[config.mk]
export PLATFORM = sky130hd
export DESIGN_NAME = p2_grms_qsys_nios2_qsys_grms_oci_dct_packer
export DESIGN_NICKNAME = d
export VERILOG_FILES = /design/src/rtl/p2_grms_qsys_nios2_qsys_grms_oci_dct_packer.sv
export SDC_FILE = /design/constraint.sdc
export NUM_CORES = 1
export LEC_CHECK = 0
export BUFFER_PORTS_ARGS = -buffer_cell sky130_fd_sc_hd__buf_2
export CORE_UTILIZATION = 62
export DETAILED_ROUTE_END_ITERATION = 6
export HOLD_SLACK_MARGIN = 0.1
export PLACE_DENSITY = 0.87
export SLEW_MARGIN = 20
export SYNTH_ARGS = -nofsm -noshare
export SYNTH_HDL_FRONTEND = slang
export SYNTH_SLANG_ARGS = --single-unit
[constraint.sdc]
create_clock -name clk -period 6.95 [get_ports clk]
set_clock_uncertainty 0.05 [all_clocks]
set_input_delay 0.695 -clock clk [delete_from_list [all_inputs] [get_ports clk]]
set_output_delay 0.695 -clock clk [all_outputs]
set_load 0.005 [all_outputs]
[src/rtl/p2_grms_qsys_nios2_qsys_grms_oci_dct_packer.sv]
// ---------------------------------------------------------------------------
// p2_grms_qsys_nios2_qsys_grms_oci_dct_packer
// Packs 6-bit CPU trace entries into 30-bit words (five entries per word).
// Completed or flushed words go through a 2-deep valid/ready FIFO. A small
// state machine handles the end-of-test handshake.
//
// Ports:
//   clk, reset_n          clock, asynchronous active-low reset
//   trc_valid, trc_data   trace entry input (cannot be stalled)
//   flush                 push the partial word
//   test_ending           end-of-test request (acts as flush, then drains)
//   out_ready             downstream accepts the FIFO head
//   out_valid/out_data/out_count   FIFO head word and its entry count
//   dct_buffer/dct_count  live accumulator and number of entries in it
//   test_ending_o         high in ENDING and ENDED
//   test_has_ended        sticky, trace fully drained after test end
//   overflow_cnt          saturating count of words dropped on a full FIFO
// ---------------------------------------------------------------------------
module p2_grms_qsys_nios2_qsys_grms_oci_dct_packer (
  input  logic        clk,
  input  logic        reset_n,
  input  logic        trc_valid,
  input  logic [5:0]  trc_data,
  input  logic        flush,
  input  logic        test_ending,
  input  logic        out_ready,
  output logic        out_valid,
  output logic [29:0] out_data,
  output logic [3:0]  out_count,
  output logic [29:0] dct_buffer,
  output logic [3:0]  dct_count,
  output logic        test_ending_o,
  output logic        test_has_ended,
  output logic [7:0]  overflow_cnt
);

  localparam int unsigned ENTRY_W = 6;
  localparam int unsigned ENTRIES = 5;
  localparam int unsigned WORD_W  = 30;
  localparam int unsigned CNT_W   = 4;
  localparam int unsigned OVF_W   = 8;
  localparam int unsigned DEPTH   = 2;

  typedef enum logic [1:0] {
    ST_RUN    = 2'd0,
    ST_ENDING = 2'd1,
    ST_ENDED  = 2'd2
  } state_t;

  state_t             r_state;
  state_t             w_state_nxt;
  logic [WORD_W-1:0]  r_buf;
  logic [CNT_W-1:0]   r_cnt;
  logic [WORD_W-1:0]  w_buf_nxt;
  logic [CNT_W-1:0]   w_cnt_nxt;
  logic [WORD_W-1:0]  w_word;
  logic [CNT_W-1:0]   w_word_cnt;
  logic               w_push;

  logic [WORD_W-1:0]  r_mem_data [DEPTH];
  logic [CNT_W-1:0]   r_mem_cnt  [DEPTH];
  logic               r_rd_ptr;
  logic               r_wr_ptr;
  logic [1:0]         r_fcnt;
  logic [OVF_W-1:0]   r_ovf;
  logic               w_pop;
  logic               w_full;
  logic               w_wr_en;
  logic               w_drop;

  // Next state and accumulator update; the candidate word includes a
  // same-cycle entry so flush/test_ending push old+1 entries.
  always_comb begin
    w_state_nxt = r_state;
    w_word      = r_buf;
    w_word_cnt  = r_cnt;
    w_push      = 1'b0;
    w_buf_nxt   = r_buf;
    w_cnt_nxt   = r_cnt;
    case (r_state)
      ST_RUN: begin
        if (trc_valid) begin
          w_word[r_cnt*ENTRY_W +: ENTRY_W] = trc_data;
          w_word_cnt = r_cnt + 4'd1;
        end
        if ((w_word_cnt == CNT_W'(ENTRIES)) ||
            ((flush || test_ending) && (w_word_cnt != 4'd0))) begin
          w_push = 1'b1;
        end
        if (w_push) begin
          w_buf_nxt = '0;
          w_cnt_nxt = '0;
        end else begin
          w_buf_nxt = w_word;
          w_cnt_nxt = w_word_cnt;
        end
        if (test_ending) begin
          w_state_nxt = ST_ENDING;
        end
      end
      // Any push from the RUN->ENDING edge is already in the FIFO here.
      ST_ENDING: begin
        if (r_fcnt == 2'd0) begin
          w_state_nxt = ST_ENDED;
        end
      end
      default: begin
      end
    endcase
  end

  // FIFO control: a push in a pop cycle always lands, even when full.
  always_comb begin
    w_pop   = (r_fcnt != 2'd0) && out_ready;
    w_full  = (r_fcnt == 2'(DEPTH));
    w_wr_en = w_push && (!w_full || w_pop);
    w_drop  = w_push && w_full && !w_pop;
  end

  // State and accumulator registers.
  always_ff @(posedge clk or negedge reset_n) begin
    if (!reset_n) begin
      r_state <= ST_RUN;
      r_buf   <= '0;
      r_cnt   <= '0;
    end else begin
      r_state <= w_state_nxt;
      r_buf   <= w_buf_nxt;
      r_cnt   <= w_cnt_nxt;
    end
  end

  // FIFO storage, pointers, occupancy and overflow counter.
  always_ff @(posedge clk or negedge reset_n) begin
    if (!reset_n) begin
      for (int i = 0; i < int'(DEPTH); i++) begin
        r_mem_data[i] <= '0;
        r_mem_cnt[i]  <= '0;
      end
      r_rd_ptr <= 1'b0;
      r_wr_ptr <= 1'b0;
      r_fcnt   <= '0;
      r_ovf    <= '0;
    end else begin
      if (w_wr_en) begin
        r_mem_data[r_wr_ptr] <= w_word;
        r_mem_cnt[r_wr_ptr]  <= w_word_cnt;
        r_wr_ptr             <= ~r_wr_ptr;
      end
      if (w_pop) begin
        r_rd_ptr <= ~r_rd_ptr;
      end
      if (w_wr_en && !w_pop) begin
        r_fcnt <= r_fcnt + 2'd1;
      end else if (!w_wr_en && w_pop) begin
        r_fcnt <= r_fcnt - 2'd1;
      end
      if (w_drop && (r_ovf != {OVF_W{1'b1}})) begin
        r_ovf <= r_ovf + 8'd1;
      end
    end
  end

  assign out_valid      = (r_fcnt != 2'd0);
  assign out_data       = r_mem_data[r_rd_ptr];
  assign out_count      = r_mem_cnt[r_rd_ptr];
  assign dct_buffer     = r_buf;
  assign dct_count      = r_cnt;
  assign test_ending_o  = (r_state != ST_RUN);
  assign test_has_ended = (r_state == ST_ENDED);
  assign overflow_cnt   = r_ovf;

endmodule
==> results of run 1 <==
critical path: cells and delay by family (launching register included):
family | cells | cell delay [ns]
AOI/OAI and AO/OA | 2 | 0.37
xor gates and xnor gates | 1 | 0.17
adders and majority gates | 3 | 1.52
buffers and inverters | 4 | 0.70
DFF | 1 | 0.44
muxes | 1 | 0.36
and+or+nand+nor | 4 | 1.18
path summary, 6_finish.rpt:
kind | from | end | slack, ns | depth (start not counted)
min reg2reg | r_mem_data[1] | r_mem_data[1] | 0.43 | 2
max reg2reg | dct_count[1] | r_mem_data[40] | 2.01 | 15
max | dct_count[1] | r_mem_data[40] | 2.01 | 15
min | reset_n | dct_count[3] | 0.17 | 1
max in group asynchronous | reset_n | r_mem_data[29] | 5.49 | 2
min in group clk | test_ending | r_state[0] | 0.32 | 3
power groups by stage:
| stage | clock [mW] | combinational [mW] | sequential [mW] |
|---|---|---|---|
| 3_5_place_dp | 0 | 0.0321 | 0.688 |
| 3_3_place_gp | 0 | 0.0313 | 0.688 |
| 6_report | 0.852 | 0.0324 | 0.675 |
| 2_1_floorplan | 0 | 0.00874 | 0.688 |
| 5_1_grt | 0.879 | 0.0365 | 0.675 |
| 4_1_cts | 0.850 | 0.0324 | 0.675 |
final cells by class:
class / count / share of cell area (%)
Clock buffer: 18 / 5.71
Clock inverter: 14 / 1.89
Multi-Input combinational cell: 510 / 43.8
Sequential cell: 116 / 38.7
Tap cell: 133 / 2.22
Inverter: 14 / 0.701
Timing Repair Buffer: 99 / 6.95
flip-flops by register name, summed over array words and instances (netlist names):
register / count
r_mem_cnt: 8
r_state: 2
r_mem_data: 60
dct_buffer: 30
r_wr_ptr: 1
dct_count: 4
r_rd_ptr: 1
r_fcnt: 2
overflow_cnt: 8
cell families after synthesis:
logic type	after synthesis	share of synthesized area, %
buf+inv	55	3.32
simple gates	254	18.8
compound gates	159	16.1
xor+xnor	27	4.24
flops	116	45.4
mux	60	10.1
fa+ha+maj	10	2.07
metrics by stage:
stage | hold WS, ns | setup slack [ns] | instances | area (µm²)
after global placement | 0.407 | 2.41 | 872 | 6920
after detailed placement | 0.413 | 2.14 | 872 | 6920
final | 0.166 | 2.01 | 904 | 7490
after floorplan | 0.349 | 3.03 | 681 | 6400
after CTS | 0.195 | 2.11 | 904 | 7490
after global routing | 0.233 | 1.68 | 904 | 7490
Yosys cell counts (8+ instances only):
master,n
inv_1,14
o31ai_1,13
nor2_1,52
nand4_1,9
mux2i_1,24
ha_1,9
nand3_1,27
nand2_1,93
xnor2_1,12
a21oi_1,22
xor2_1,12
mux2_2,36
clkbuf_1,34
dfrtp_1,116
and3_1,8
a31oi_1,8
o211ai_1,9
o21ai_0,58
nor3_1,30
per-layer routing:
| layer | vias to the layer above | GRT usage (%) |
|---|---|---|
| met4 | 0 | 15.9 |
| met5 | - | 0 |
| met2 | 327 | 55.4 |
| li1 | 2605 | - |
| met3 | 63 | 7.87 |
| met1 | 2847 | 45.0 |
==> results.sh, run 1 <==
export IMPL_setup_violations_final=0
export IMPL_ios=91
export IMPL_gpl_final_weighted_congestion=0.943
export IMPL_slowest_stage="ha_1"
export IMPL_cts_sinks=116
export IMPL_ff_latch_area_mm2=0.00290
export IMPL_p_sw_share_pct=24.6
export IMPL_clkTransAtPathRegs_ns=0.06
export IMPL_grt_pass1_wl_mm=29.2
export IMPL_cts_tree="built"
export IMPL_layout_common_cells="116 x dfrtp_1, 93 x nand2_1, 89 x buf_2"
export IMPL_cp_max_fo=24
export IMPL_clkPwrFrac_pct=54.6
export IMPL_hold_path_class="in -> async"
export IMPL_numCtsBuffers=17
export IMPL_synthCells=681
export IMPL_syn_area_mm2=0.00640
export IMPL_worst_ep_arrival_time_ns=5.28
export IMPL_vdd_ir_drop_max_mv=0.148
export IMPL_die_area_mm2=0.0107
export IMPL_crit_top_cell="inv_1"
export IMPL_grt_max_degree=63
export IMPL_cts_resized=0
export IMPL_power_frac_seq_pct=43.3
export IMPL_path_cells="ha_1 > inv_1 > fa_1 > xnor2_2 > buf_4 > o21ai_1 > inv_1 > nand2_1 > ha_1 > inv_1 > nor2_1 > nand2_1 > nor4_1 > mux2i_1 > o21ai_0"
export IMPL_antenna_found_initial=0
export IMPL_max_freq_mhz=202
export IMPL_post_drt_via_cell_ratio=6.46
export IMPL_initial_utilization_pct=64.6
export IMPL_yosys_area_top_type="dfrtp_1"
export IMPL_cts_setup_buffers=0
export IMPL_synthTopCellsByArea="dfrtp_1 45%, mux2_2 6.3%, nand2_1 5.5%"
export IMPL_drive_gt1_share_pct=23.3
export IMPL_totalWireLength_mm=17.9
export IMPL_multi_input_area_mm2=0.00328
export IMPL_final_core_util_pct=75.6
export IMPL_min_period_over_period_pct=71.1
export IMPL_worstMarginPinSlew_ns=1.07
export IMPL_ys_seq_elements=116
export IMPL_clk_latency_ns=0.53
export IMPL_postCtsHoldBufs=0
export IMPL_p_int_mw=1.18
export IMPL_dpl_hpwl_mm=12.1
export IMPL_synth_ff_type="dfrtp_1"
export IMPL_violations="design-rule violations"
export IMPL_met3_length_mm=1.48
export IMPL_required_ns=7.29
export IMPL_num_antenna_cells=0
export IMPL_drt_first_pass_iters=7
export IMPL_crit_path_end_kind="flip-flop"
export IMPL_drc=2
export IMPL_drv_cap=0
export IMPL_finalCriticalPeriod_ns=4.94
export IMPL_drv_slew=0
export IMPL_yosysWarningCount=0
export IMPL_synth_top_cell_area_share_pct=45.4
export IMPL_die_y_um=104
export IMPL_synth_seq_area_share_pct=45.4
export IMPL_vias=5842
export IMPL_leakagePower_nw=3.76
export IMPL_fp_dieW_um=104
export IMPL_wire_per_inst_um=19.7
export IMPL_start_kind="flip-flop"
export IMPL_slew_headroom_pct=28.1
export IMPL_ys_types=64
export IMPL_max_stage_delay_ns=0.77
export IMPL_area_growth_pct=17.1
export IMPL_wl_met1_mm=7.24
export IMPL_ys_async_sr_fraction_pct=100
export IMPL_final_common_cell="dfrtp_1"
export IMPL_grt_pass1_vias=5709
export IMPL_status="complete, but fails checks"
export IMPL_ant_nets=0
export IMPL_p_comb_share_pct=2.1
export IMPL_hold_viol=0
export IMPL_root_buffer="clkbuf_8"
export IMPL_final_setup_tns_ns=0
export IMPL_rsz0062_at_grt="no"
export IMPL_synth_area_per_cell_um2=9.39
export IMPL_power_mw=1.56
export IMPL_row_count=36
export IMPL_max_clock_path_buffers=2
export IMPL_power_density_mw_per_mm2=208
export IMPL_grtUsageTotal_pct=34.6
export IMPL_synthesis_nets=703
export IMPL_fill_cells=673
export IMPL_core_area_mm2=0.00991
export IMPL_port_buffers=90
export IMPL_grt_overflow=0
export IMPL_highest_layer="met4"
export IMPL_critPathKind="reg -> reg"
export IMPL_nets=780
export IMPL_synth_enable_flop_cells=0
export IMPL_wl_met2_mm=8.61
export IMPL_htreeDepth=4
export IMPL_first_iter_violations=578
export IMPL_p_switching_mw=0.383
Power figures use the tool's default switching activity.
==> run 2, diff against run 1 <==
--- a/config.mk
+++ b/config.mk
@@ -6,10 +6,10 @@
 export NUM_CORES = 1
 export LEC_CHECK = 0
 export BUFFER_PORTS_ARGS = -buffer_cell sky130_fd_sc_hd__buf_2
-export CORE_UTILIZATION = 62
+export CORE_UTILIZATION = 52
 export DETAILED_ROUTE_END_ITERATION = 6
 export HOLD_SLACK_MARGIN = 0.1
-export PLACE_DENSITY = 0.87
+export PLACE_DENSITY = 0.78
 export SLEW_MARGIN = 20
 export SYNTH_ARGS = -nofsm -noshare
 export SYNTH_HDL_FRONTEND = slang
==> constraint.sdc (replaced) <==
create_clock -name clk -period 4.1 [get_ports clk]
set_clock_uncertainty 0.05 [all_clocks]
set_input_delay 0.41 -clock clk [delete_from_list [all_inputs] [get_ports clk]]
set_output_delay 0.41 -clock clk [all_outputs]
set_load 0.005 [all_outputs]
==> run 2 against run 1 <==
Effect of this change:
- the run now ends clean
- largest power group unchanged
- combinational power increased by 72%
- critical path type unchanged
- core utilization is 12 points lower
- clock power increased by 81%
- highest routed layer unchanged
- via count shrank 1.8%
- routed wire length down 2.5%
- global-route usage decreased by 5.9 points
- cell count rose by 2.9%
==> results.sh, run 2 (synthesis results as in run 1) <==
export IMPL_fin_ws_ns=0.149
export IMPL_fill_cells=963
export IMPL_drt_first_pass_iters=5
export IMPL_first_iter_violations=579
export IMPL_max_freq_mhz=253
export IMPL_drc=0
export IMPL_max_clock_path_buffers=2
export IMPL_initial_utilization_pct=53.3
export IMPL_worst_ep_arrival_time_ns=4.16
export IMPL_row_count=40
export IMPL_die_y_um=113
export IMPL_slew_headroom_pct=35.8
export IMPL_fp_dieW_um=113
export IMPL_start_kind="flip-flop"
export IMPL_ant_nets=0
export IMPL_setup_violations_final=0
export IMPL_power_density_mw_per_mm2=357
export IMPL_cp_max_fo=7
export IMPL_grtUsageTotal_pct=28.7
export IMPL_num_antenna_cells=0
export IMPL_worstMarginPinSlew_ns=0.955
export IMPL_slowest_stage="or4_4"
export IMPL_drive_gt1_share_pct=24.9
export IMPL_required_ns=4.31
export IMPL_dp_slack_ns=0.0568
export IMPL_max_flop_register="r_mem_data"
export IMPL_postCtsHoldBufs=0
export IMPL_ff2ff_setup_slack_ns=0.15
export IMPL_vias=5737
export IMPL_core_area_mm2=0.0120
export IMPL_leakagePower_nw=3.86
export IMPL_placed_cell_area_mm2=0.00704
export IMPL_finish_instance_area_mm2=0.00770
export IMPL_drv_cap=0
export IMPL_clkTransAtPathRegs_ns=0.06
export IMPL_hold_viol=0
export IMPL_gpl_final_weighted_congestion=0.939
export IMPL_clk_latency_ns=0.41
export IMPL_ff_latch_area_mm2=0.00290
export IMPL_grt_pass1_wl_mm=28.6
export IMPL_htreeDepth=4
export IMPL_critPathKind="reg -> reg"
export IMPL_timing_critical_path_buf_inv=3
export IMPL_totalWireLength_mm=17.4
export IMPL_final_setup_tns_ns=0
export IMPL_wire_per_inst_um=18.7
export IMPL_area_growth_pct=20.3
export IMPL_largest_reg_flops=60
export IMPL_finalCriticalPeriod_ns=3.95
export IMPL_path_cells="inv_1 > ha_1 > nand2b_1 > and3_1 > o21ai_1 > inv_1 > nand2_1 > ha_1 > or4_4 > or3_4 > a222oi_1 > buf_4 > o31ai_1"
export IMPL_power_mw=2.75
export IMPL_nets=793
export IMPL_crit_path_end_kind="flip-flop"
export IMPL_cts_sinks=116
export IMPL_cts_tree="built"
export IMPL_drv_slew=0
export IMPL_port_buffers=90
export IMPL_ios=91
export IMPL_die_area_mm2=0.0127
export IMPL_numCtsBuffers=17
export IMPL_hold_path_class="in -> async"
export IMPL_status="finished, final reports clean"
export IMPL_cp_top_family="simple AND/OR/NAND/NOR gates"
export IMPL_grt_max_degree=77
export IMPL_final_common_cell="dfrtp_1"
export IMPL_min_period_over_period_pct=96.4
export IMPL_grt_overflow=0
export IMPL_grt_pass1_vias=5628
export IMPL_layout_common_cells="116 x dfrtp_1, 92 x nand2_1, 89 x buf_2"
export IMPL_multi_input_area_mm2=0.00331
export IMPL_post_drt_via_cell_ratio=6.17
export IMPL_max_stage_delay_ns=0.61
export IMPL_vdd_ir_drop_max_mv=0.331
export IMPL_antenna_found_initial=0
export IMPL_root_buffer="clkbuf_16"
export IMPL_dpl_hpwl_mm=12.1
## run 2: what timing repair did
action | in CTS | in global routing
gates resized for setup | 0 | 6
buffers inserted | 0 | 1
setup endpoints to repair | 0 | 32
hold endpoints to repair | 0 | 0
## run 2: area by class of cell
class                   count  share of cell area [%]
multi-input cells         510                    43.0
inverters                  14                   0.683
clock inverters            10                    2.02
well taps                 147                    2.39
clock buffers              21                    5.98
flip-flops and latches    116                    37.7
repair buffers            112                    8.19
## run 2: path summary, 6_finish.rpt
path                                    start        endpoint  cells after the start
worst min-delay path                  reset_n  r_mem_data[39]                      1
worst max register to register   dct_count[2]   r_mem_data[5]                     13
worst max-delay path             dct_count[2]   r_mem_data[5]                     13
worst min register to register  r_mem_data[3]   r_mem_data[3]                      2
min in group clk                  test_ending      r_state[0]                      3
max in group asynchronous             reset_n  dct_buffer[17]                      2
## run 2: per-layer routing
metal | part of all wire (%) | track usage (%)
met1 | 43 | 38.3
met2 | 46 | 45.1
met3 | 7.7 | 6.21
met4 | 2.9 | 13.5
met5 | 0 | 0
## run 2: power breakdown
part | leakage (nW) | switching [mW] | total (mW) | internal [mW]
clock network | 0.299 | 0.505 | 1.54 | 1.04
logic | 1.95 | 0.0430 | 0.0557 | 0.0127
registers | 1.61 | 0 | 1.15 | 1.15
## run 2: stage by stage
stage	util (%)	instances	hold WS (ns)
final	64.1	930	0.0682
after global routing	64.1	930	0.166
after CTS	63.8	929	0.123
after detailed placement	58.6	898	0.413
after global placement	58.6	898	0.406
after floorplan	-	681	0.0644
